===== src/rtl/puf_resp_gen.sv =====
// Ring-oscillator PUF response generator: sweeps 8 challenges, compares edge
// counts of two oscillator banks over a fixed window and packs 8 response bits.
module puf_resp_gen #(
    parameter int WIN_LOG2 = 10,
    parameter int CNT_W    = 16
) (
    input  logic       clk,
    input  logic       rst_n,
    input  logic       start,
    input  logic [4:0] chal_base,
    input  logic       osc_a,
    input  logic       osc_b,
    output logic [4:0] sel,
    output logic [7:0] resp,
    output logic       resp_valid,
    output logic       busy
);

    typedef enum logic [2:0] {
        S_IDLE,
        S_SETTLE,
        S_MEASURE,
        S_COMPARE,
        S_DONE
    } state_t;

    state_t              state_q, state_d;
    logic [4:0]          sel_q, sel_d;
    logic [2:0]          idx_q, idx_d;
    logic [WIN_LOG2-1:0] timer_q, timer_d;
    logic [CNT_W-1:0]    cnt_a_q, cnt_a_d;
    logic [CNT_W-1:0]    cnt_b_q, cnt_b_d;
    logic [7:0]          shadow_q, shadow_d;
    logic [7:0]          resp_q, resp_d;
    logic                resp_valid_q, resp_valid_d;

    // [0],[1] form the two-flop synchroniser; [2] is the history flop for edge detection.
    logic [2:0] sync_a_q, sync_b_q;
    logic       rise_a, rise_b;

    assign rise_a = sync_a_q[1] & ~sync_a_q[2];
    assign rise_b = sync_b_q[1] & ~sync_b_q[2];

    // NOTE: sequential state uses non-blocking assignments so every flop samples
    // the pre-edge values; blocking here would create ordering-dependent races.
    always_ff @(posedge clk or negedge rst_n) begin
        if (!rst_n) begin
            sync_a_q <= '0;
            sync_b_q <= '0;
        end else begin
            sync_a_q <= {sync_a_q[1:0], osc_a};
            sync_b_q <= {sync_b_q[1:0], osc_b};
        end
    end

    always_ff @(posedge clk or negedge rst_n) begin
        if (!rst_n) begin
            state_q      <= S_IDLE;
            sel_q        <= '0;
            idx_q        <= '0;
            timer_q      <= '0;
            cnt_a_q      <= '0;
            cnt_b_q      <= '0;
            shadow_q     <= '0;
            resp_q       <= '0;
            resp_valid_q <= 1'b0;
        end else begin
            state_q      <= state_d;
            sel_q        <= sel_d;
            idx_q        <= idx_d;
            timer_q      <= timer_d;
            cnt_a_q      <= cnt_a_d;
            cnt_b_q      <= cnt_b_d;
            shadow_q     <= shadow_d;
            resp_q       <= resp_d;
            resp_valid_q <= resp_valid_d;
        end
    end

    always_comb begin
        // NOTE: every next-state signal gets a default first so no path through
        // the case statement leaves a variable unassigned (which would infer a latch).
        state_d      = state_q;
        sel_d        = sel_q;
        idx_d        = idx_q;
        timer_d      = timer_q;
        cnt_a_d      = cnt_a_q;
        cnt_b_d      = cnt_b_q;
        shadow_d     = shadow_q;
        resp_d       = resp_q;
        resp_valid_d = 1'b0;

        unique case (state_q)
            S_IDLE: begin
                if (start) begin
                    sel_d   = chal_base;
                    idx_d   = '0;
                    timer_d = '0;
                    state_d = S_SETTLE;
                end
            end
            S_SETTLE: begin
                cnt_a_d = '0;
                cnt_b_d = '0;
                timer_d = timer_q + WIN_LOG2'(1);
                if (timer_q == WIN_LOG2'(3)) begin
                    timer_d = '0;
                    state_d = S_MEASURE;
                end
            end
            S_MEASURE: begin
                if (rise_a) cnt_a_d = cnt_a_q + CNT_W'(1);
                if (rise_b) cnt_b_d = cnt_b_q + CNT_W'(1);
                timer_d = timer_q + WIN_LOG2'(1);
                if (timer_q == '1) begin
                    state_d = S_COMPARE;
                end
            end
            S_COMPARE: begin
                shadow_d[idx_q] = (cnt_a_q > cnt_b_q);
                if (idx_q == 3'd7) begin
                    // resp and resp_valid become visible during the DONE cycle.
                    resp_d       = shadow_d;
                    resp_valid_d = 1'b1;
                    state_d      = S_DONE;
                end else begin
                    idx_d   = idx_q + 3'd1;
                    sel_d   = sel_q + 5'd1;
                    state_d = S_SETTLE;
                end
            end
            S_DONE: begin
                state_d = S_IDLE;
            end
            default: begin
                state_d = S_IDLE;
            end
        endcase
    end

    assign sel        = sel_q;
    assign resp       = resp_q;
    assign resp_valid = resp_valid_q;
    assign busy       = (state_q != S_IDLE);

endmodule


===== config.mk =====
export PLATFORM = sky130hd
export DESIGN_NAME = puf_resp_gen
export DESIGN_NICKNAME = d
export VERILOG_FILES = /design/src/rtl/puf_resp_gen.sv
export SDC_FILE = /design/constraint.sdc
export NUM_CORES = 1
export LEC_CHECK = 0
export CORE_ASPECT_RATIO = 0.7
export CORE_MARGIN = 5
export CORE_UTILIZATION = 35
export CTS_CLUSTER_SIZE = 28
export DETAILED_ROUTE_END_ITERATION = 10
export PLACE_DENSITY_LB_ADDON = 0.12
export SLEW_MARGIN = 5
export SYNTH_ARGS = -nofsm -noshare
export SYNTH_HDL_FRONTEND = slang
export SYNTH_SLANG_ARGS = --single-unit
export TNS_END_PERCENT = 20

===== constraint.sdc =====
create_clock -name clk -period 2 [get_ports clk]
set_input_delay 0.4 -clock clk [delete_from_list [all_inputs] [get_ports clk]]
set_output_delay 0.4 -clock clk [all_outputs]
set_load 0.01 [all_outputs]

# Word-level counts from Yosys, hierarchy flattened
# Cells that the tools add are included.
# Widths: inputs -> output; s select.
dict set report word_totals {
  reg_bits 76
  wordCells 70
}
dict set report classes {
  addsub 5
  magnitude_cmp 3
  eq_ne 12
  n_mux 23
  n_bitwise 4
  reduce_logical 12
}
# operator n
set op_table {}
lappend op_table {{$pmux 16 s2} 2}
lappend op_table {{$add 16x1->16 const B} 2}
lappend op_table {{$mux 16} 2}
lappend op_table {{$pmux 10 s3} 1}
lappend op_table {{$mux 10} 2}
lappend op_table {{$mux 3} 6}
lappend op_table {{$gt 16x16->1} 1}
lappend op_table {{$ne 2x2->1 const B} 6}
lappend op_table {{$pmux 3 s4} 1}
lappend op_table {{$add 10x1->10 const B} 1}
lappend op_table {{$eq 10x10->1 const B} 1}
lappend op_table {{$eq 10x2->1 const B} 1}
lappend op_table {{$mux 5} 2}
lappend op_table {{$pmux 5 s2} 1}
lappend op_table {{$bwmux 8} 1}
lappend op_table {{$reduce_and 2->1} 4}
lappend op_table {{$eq 3x2->1 const B} 2}
lappend op_table {{$pmux 3 s2} 1}
lappend op_table {{$reduce_and 3->1} 2}
lappend op_table {{$reduce_bool 3->1} 2}
lappend op_table {{$add 5x1->5 const B} 1}
lappend op_table {{$lt 3x4->1 const B} 1}
lappend op_table {{$reduce_bool 2->1} 2}
lappend op_table {{$add 3x1->3 const B} 1}
lappend op_table {{other kinds (9)} 13}

# Logic depth before layout (Yosys ltp)
dict set report logic_depth {
  ltp_word 5
  ltp_mapped 8
}

# Least setup slack after synthesis
# No wires, ideal clock.
dict set report synth_path {
  path_type {register -> register}
  startpoint {register cnt_a_q[1]}
  endpoint {register shadow_q[6]}
  setup_time_ps 133
  t_arrival_ps 1829
  required_ps 1867
  slack_ps 38
  path_stages_with_launch 8
  n_path_buf 1
  synth_period_minus_slack_ps 1962
  cell_sequence {dfrtp_1 -> ha_1 -> nor2b_1 -> o21ai_0 -> a21boi_1 -> nor4_2 -> buf_2 -> o21ai_0}
}
dict set report synth_between {
  elab_chain_cells 2
}
# element line
set synth_lines {}
lappend synth_lines {{start: declaration} 31} ;# logic [CNT_W-1:0] cnt_a_q, cnt_a_d;
lappend synth_lines {{start signal: assignment} 72} ;# cnt_a_q <= cnt_a_d;
lappend synth_lines {{$gt 16x16->1} 120} ;# shadow_d[idx_q] = (cnt_a_q > cnt_b_q);
lappend synth_lines {{$bwmux 8} 120}
lappend synth_lines {{end signal: assignment} 74} ;# shadow_q <= shadow_d;
lappend synth_lines {{end: declaration} 33} ;# logic [7:0] shadow_q, shadow_d;
# Every way passes these cells.
# A chain may end at the register's enable or synchronous reset.

# Worst setup path in the final report
dict set report layout_path {
  startpoint {register cnt_a_q[6]}
  endpoint {register resp_q[3], in the netlist resp[3]}
}
dict set report layout_between {
  elab_chain_cells 2
}
# element line
set layout_lines {}
lappend layout_lines {{$gt 16x16->1} 120}
lappend layout_lines {{$bwmux 8} 120}
lappend layout_lines {{end signal: assignment} 75} ;# resp_q <= resp_d;
lappend layout_lines {{end: declaration} 34} ;# logic [7:0] resp_q, resp_d;
# Every way passes these cells.

==> qor_table.md <==
| Item | Value |
|:---|:---|
| Static leakage power | 2.348 nW |
| Mean instance size in the synthesized netlist | 9.280 µm² |
| Drt first-iter violations | 145 |
| Worst clock skew | 8.781 ps |
| Hold/Removal Path Class | in -> async |
| Post-detailed-route via-to-cell ratio | 5.032 |
| Final min period | 1961 ps |
| Synthesized-area fraction occupied by ao, oa, aoi and oai cells | 0.1562 |
| Number of clock sinks | 76 |
| Period Utilization, post-route | 0.9803 |
| CTS tree | built |
| Cell count after synthesis | 449 |
| Starting Density | 0.3566 |
| Number of port buffers | 24 |
| Maximum number of pins on one net before global-route repair | 36 |
| Finish-stage setup viols | 0 |
| Number of global-route vias before repair | 3375 |
| Share of synthesized area occupied by flip-flops and latches | 0.4565 |
| Clk_lat worst skew | 340 ps |
| WL/cell | 14.41 µm |
| Depth of the CTS H-tree | 3 |
| Number of top-level design ports | 25 |
| Max Fclk | 510.0 MHz |
| Worst slack after detailed placement | -128.7 ps |
| Net count of the finished layout | 565 |
| DRC Markers | 0 |
| Critical path launch point type | flop |
| Number of antenna diodes | 0 |
| Vias post-DR | 3497 |
| Critical Path End Type | flop |
| Overflow after GRT | 0 |
| Maximum capacitance violations | 0 |
| Number of failing hold endpoints at the final stage | 0 |
| Placement Rows | 33 |
| Number of buffers between clock root and the deepest sink | 2 |
| Xor and xnor fraction of the mapped netlist area | 0.04835 |
| Dominant combinational cell family by area after synthesis | simple AND/OR/NAND/NOR gates |
| Placed cell count | 670 |
| Fraction of the mapped netlist area in simple logic gates | 0.2150 |
| Width of the die | 140.4 µm |
| Share of layout cells above drive strength 1 | 0.2379 |
| Worst-path clk slew | 60 ps |
| Critical path class | reg -> reg |
| Fin worst setup slack | 39.39 ps |
| Total clock buffers created by CTS | 9 |
| Layout overhead on the synthesized area | 33.90% |
| Die Area | 0.01422 mm² |
| Final number of max-transition violations | 0 |
| Outcome | completed |
| Synthesis Warnings | 0 |
| Clock Root Buffer | clkbuf_16 |
| Number of storage elements in the synthesis netlist | 76 |
| Nets in the synthesized netlist | 481 |
| Setup repair after global routing missed its margin | yes |
| Crit path DAT | 2190 ps |
| Post-Syn Area | 0.004166 mm² |
| Detailed-placement wirelength estimate | 6962 µm |
| Antenna Violating Nets Remaining | 0 |
| Overall track demand over capacity in global routing | 0.1439 |
| Tightest Pin Transition | 488.5 ps |
| Number of antenna violations at the first check in global routing | 0 |
| Headroom to the max-slew limit | 0.6743 |
| Die Y | 101.3 µm |
| Routability congestion estimate | 0.7583 |
| Crit path required time | 2230 ps |
| Share of synthesized cell area in full adder, half adder and majority cells | 0.06607 |
| First-pass GRT wire length | 16620 µm |
| Total negative setup slack | 0 ps |
| Unique masters post-synth | 46 |
| Largest driver fanout on the critical path | 8 |
| Worst Setup SP | cnt_a_q[6]$_DFFE_PN0P_ |
| Core area | 0.01169 mm² |
| Portion of netlist area occupied by mux cells | 0.01231 |
| First drt pass iteration count | 5 |
| Final Routed Wirelength | 10010 µm |
| Worst reg2reg startpoint | cnt_a_q[6]$_DFFE_PN0P_ |
| Cell Count, Final, Fillers Out | 695 |
| Power density over the cells | 742.7 mW/mm² |
| Maximum VDD drop | 0.5663 mV |
[critical path: stages (launching register included)]
cell and delay (ps):
dfrtp_1 410, ha_4 280, nand4_1 160, nor3_2 240, a21boi_4 220, nor4_4 80
buf_6 160, o41ai_2 300
[metrics by stage]
step                power (mW)  area (µm²)  utilization  hold WS, ps
finish                   4.144        5579       0.4775        12.44
global route             4.354        5579       0.4775        54.91
CTS                      4.195        5311       0.4545        29.51
detailed placement       2.494        4976       0.4258        335.5
global placement         2.489        4976       0.4258        334.5
floorplan                2.225        4167            -        104.4
[cell usage in the layout (no fill, tap or decap), types with 5 or more instances in the layout]
cell type	netlist	layout
or3_1	10	10
xnor2_1	22	22
ha_4	0	8
nand2_1	33	32
a21oi_1	34	32
inv_1	28	19
inv_2	0	9
clkbuf_16	0	9
o21ai_1	6	7
a31oi_1	5	5
nor2_1	34	34
nor3_1	14	13
buf_4	1	66
nor2b_1	7	7
nand4_1	11	11
nand3_1	19	19
clkdlybuf4s50_1	0	22
o41ai_2	0	8
ha_1	22	14
o21ai_0	36	34
dfrtp_1	76	73
[state kept, by name, indices dropped and copies added, names as in the netlist]
name	flops
sync_b_q	3
idx_q	3
resp	8
sync_a_q	3
cnt_a_q	16
resp_valid	1
state_q	3
cnt_b_q	16
timer_q	10
sel	5
shadow_q	8
[area by class of cell]
cell class	instances	area, µm²
Clock buffer	12	256.5
Timing Repair Buffer	92	767.0
Fill cell	1163	6106
Multi-Input combinational cell	326	2301
Sequential cell	76	1906
Inverter	28	105.1
Tap cell	157	196.4
Clock inverter	4	47.55
[path summary, 6_finish.rpt]
path	slack (ps)	cells past startpoint	endpoint
min in group clk	350	0	sync_b_q[1]$_DFF_PN0_
max in group asynchronous	1390	2	timer_q[6]$_DFFE_PN0P_
setup reg to reg	40	7	resp[3]$_DFFE_PN0P_
hold reg to reg	350	0	sync_b_q[1]$_DFF_PN0_
hold / removal	10	1	cnt_a_q[3]$_DFFE_PN0P_
setup / recovery	40	7	resp[3]$_DFFE_PN0P_
[power breakdown]
part / internal (mW) / switching (mW) / leakage (nW)
logic: 0.275 / 0.316 / 1.19
registers: 1.69 / 0.186 / 1.01
clock network: 1.03 / 0.642 / 0.149
total: 3.00 / 1.14 / 2.35
[logic make-up (layout without fill, tap and decap cells)]
kind of cell               Yosys count  in the layout
xor gates and xnor gates            23             23
AOI/OAI and AO/OA                  109            109
muxes                                5              5
buffers and inverters               47            136
and+or+nand+nor                    167            167
DFF                                 76             76
adders and majority gates           22             22
[repair_timing]
| item | in CTS | in global routing |
|---|---|---|
| setup buffers | 0 | 8 |
| cloned | 0 | 1 |
| hold buffers | 0 | 0 |
| resized for setup | 9 | 39 |
| setup endpoints to repair | 15 | 25 |
| pin swaps | 3 | 12 |
| hold endpoints to repair | 0 | 0 |
[cell usage after synthesis, drive strengths merged]
library cell,instances,share of area
ha,22,0.066
inv,28,0.025
nor2b,7,0.011
mux2i,4,0.0096
o21ai,42,0.050
dfrtp,76,0.46
a21o,3,0.0054
a211o,3,0.0063
clkbuf,10,0.0090
a21boi,1,0.0018
a2111oi,1,0.0036
o31ai,3,0.0054
o41ai,8,0.017
a31oi,5,0.0075
a41oi,1,0.0021
nand3,19,0.023
or2,2,0.0030
a2111o,1,0.0027
nand4bb,2,0.0054
nand2,33,0.030
mux2,1,0.0027
xnor2,22,0.046
a22o,3,0.0063
nor3,14,0.017
or3,10,0.015
and3,4,0.0060
a211oi,3,0.0054
nor2,34,0.031
nor3b,3,0.0054
and4,5,0.011
nand2b,5,0.0081
buf,9,0.011
or4,4,0.0072
xor2,1,0.0021
a21oi,34,0.041
nor4,5,0.012
o22ai,1,0.0015
nand4,11,0.017
and3b,1,0.0021
and2,4,0.0060
nand3b,4,0.0072
[per-layer routing]
metal	up-vias	track usage	routed length [µm]
met5	-	0	0
met4	0	0.04244	94
met3	7	0.03634	367
met2	36	0.2059	4228
met1	1674	0.2140	5323
li1	1780	-	-
Power figures use the tool's default switching activity.
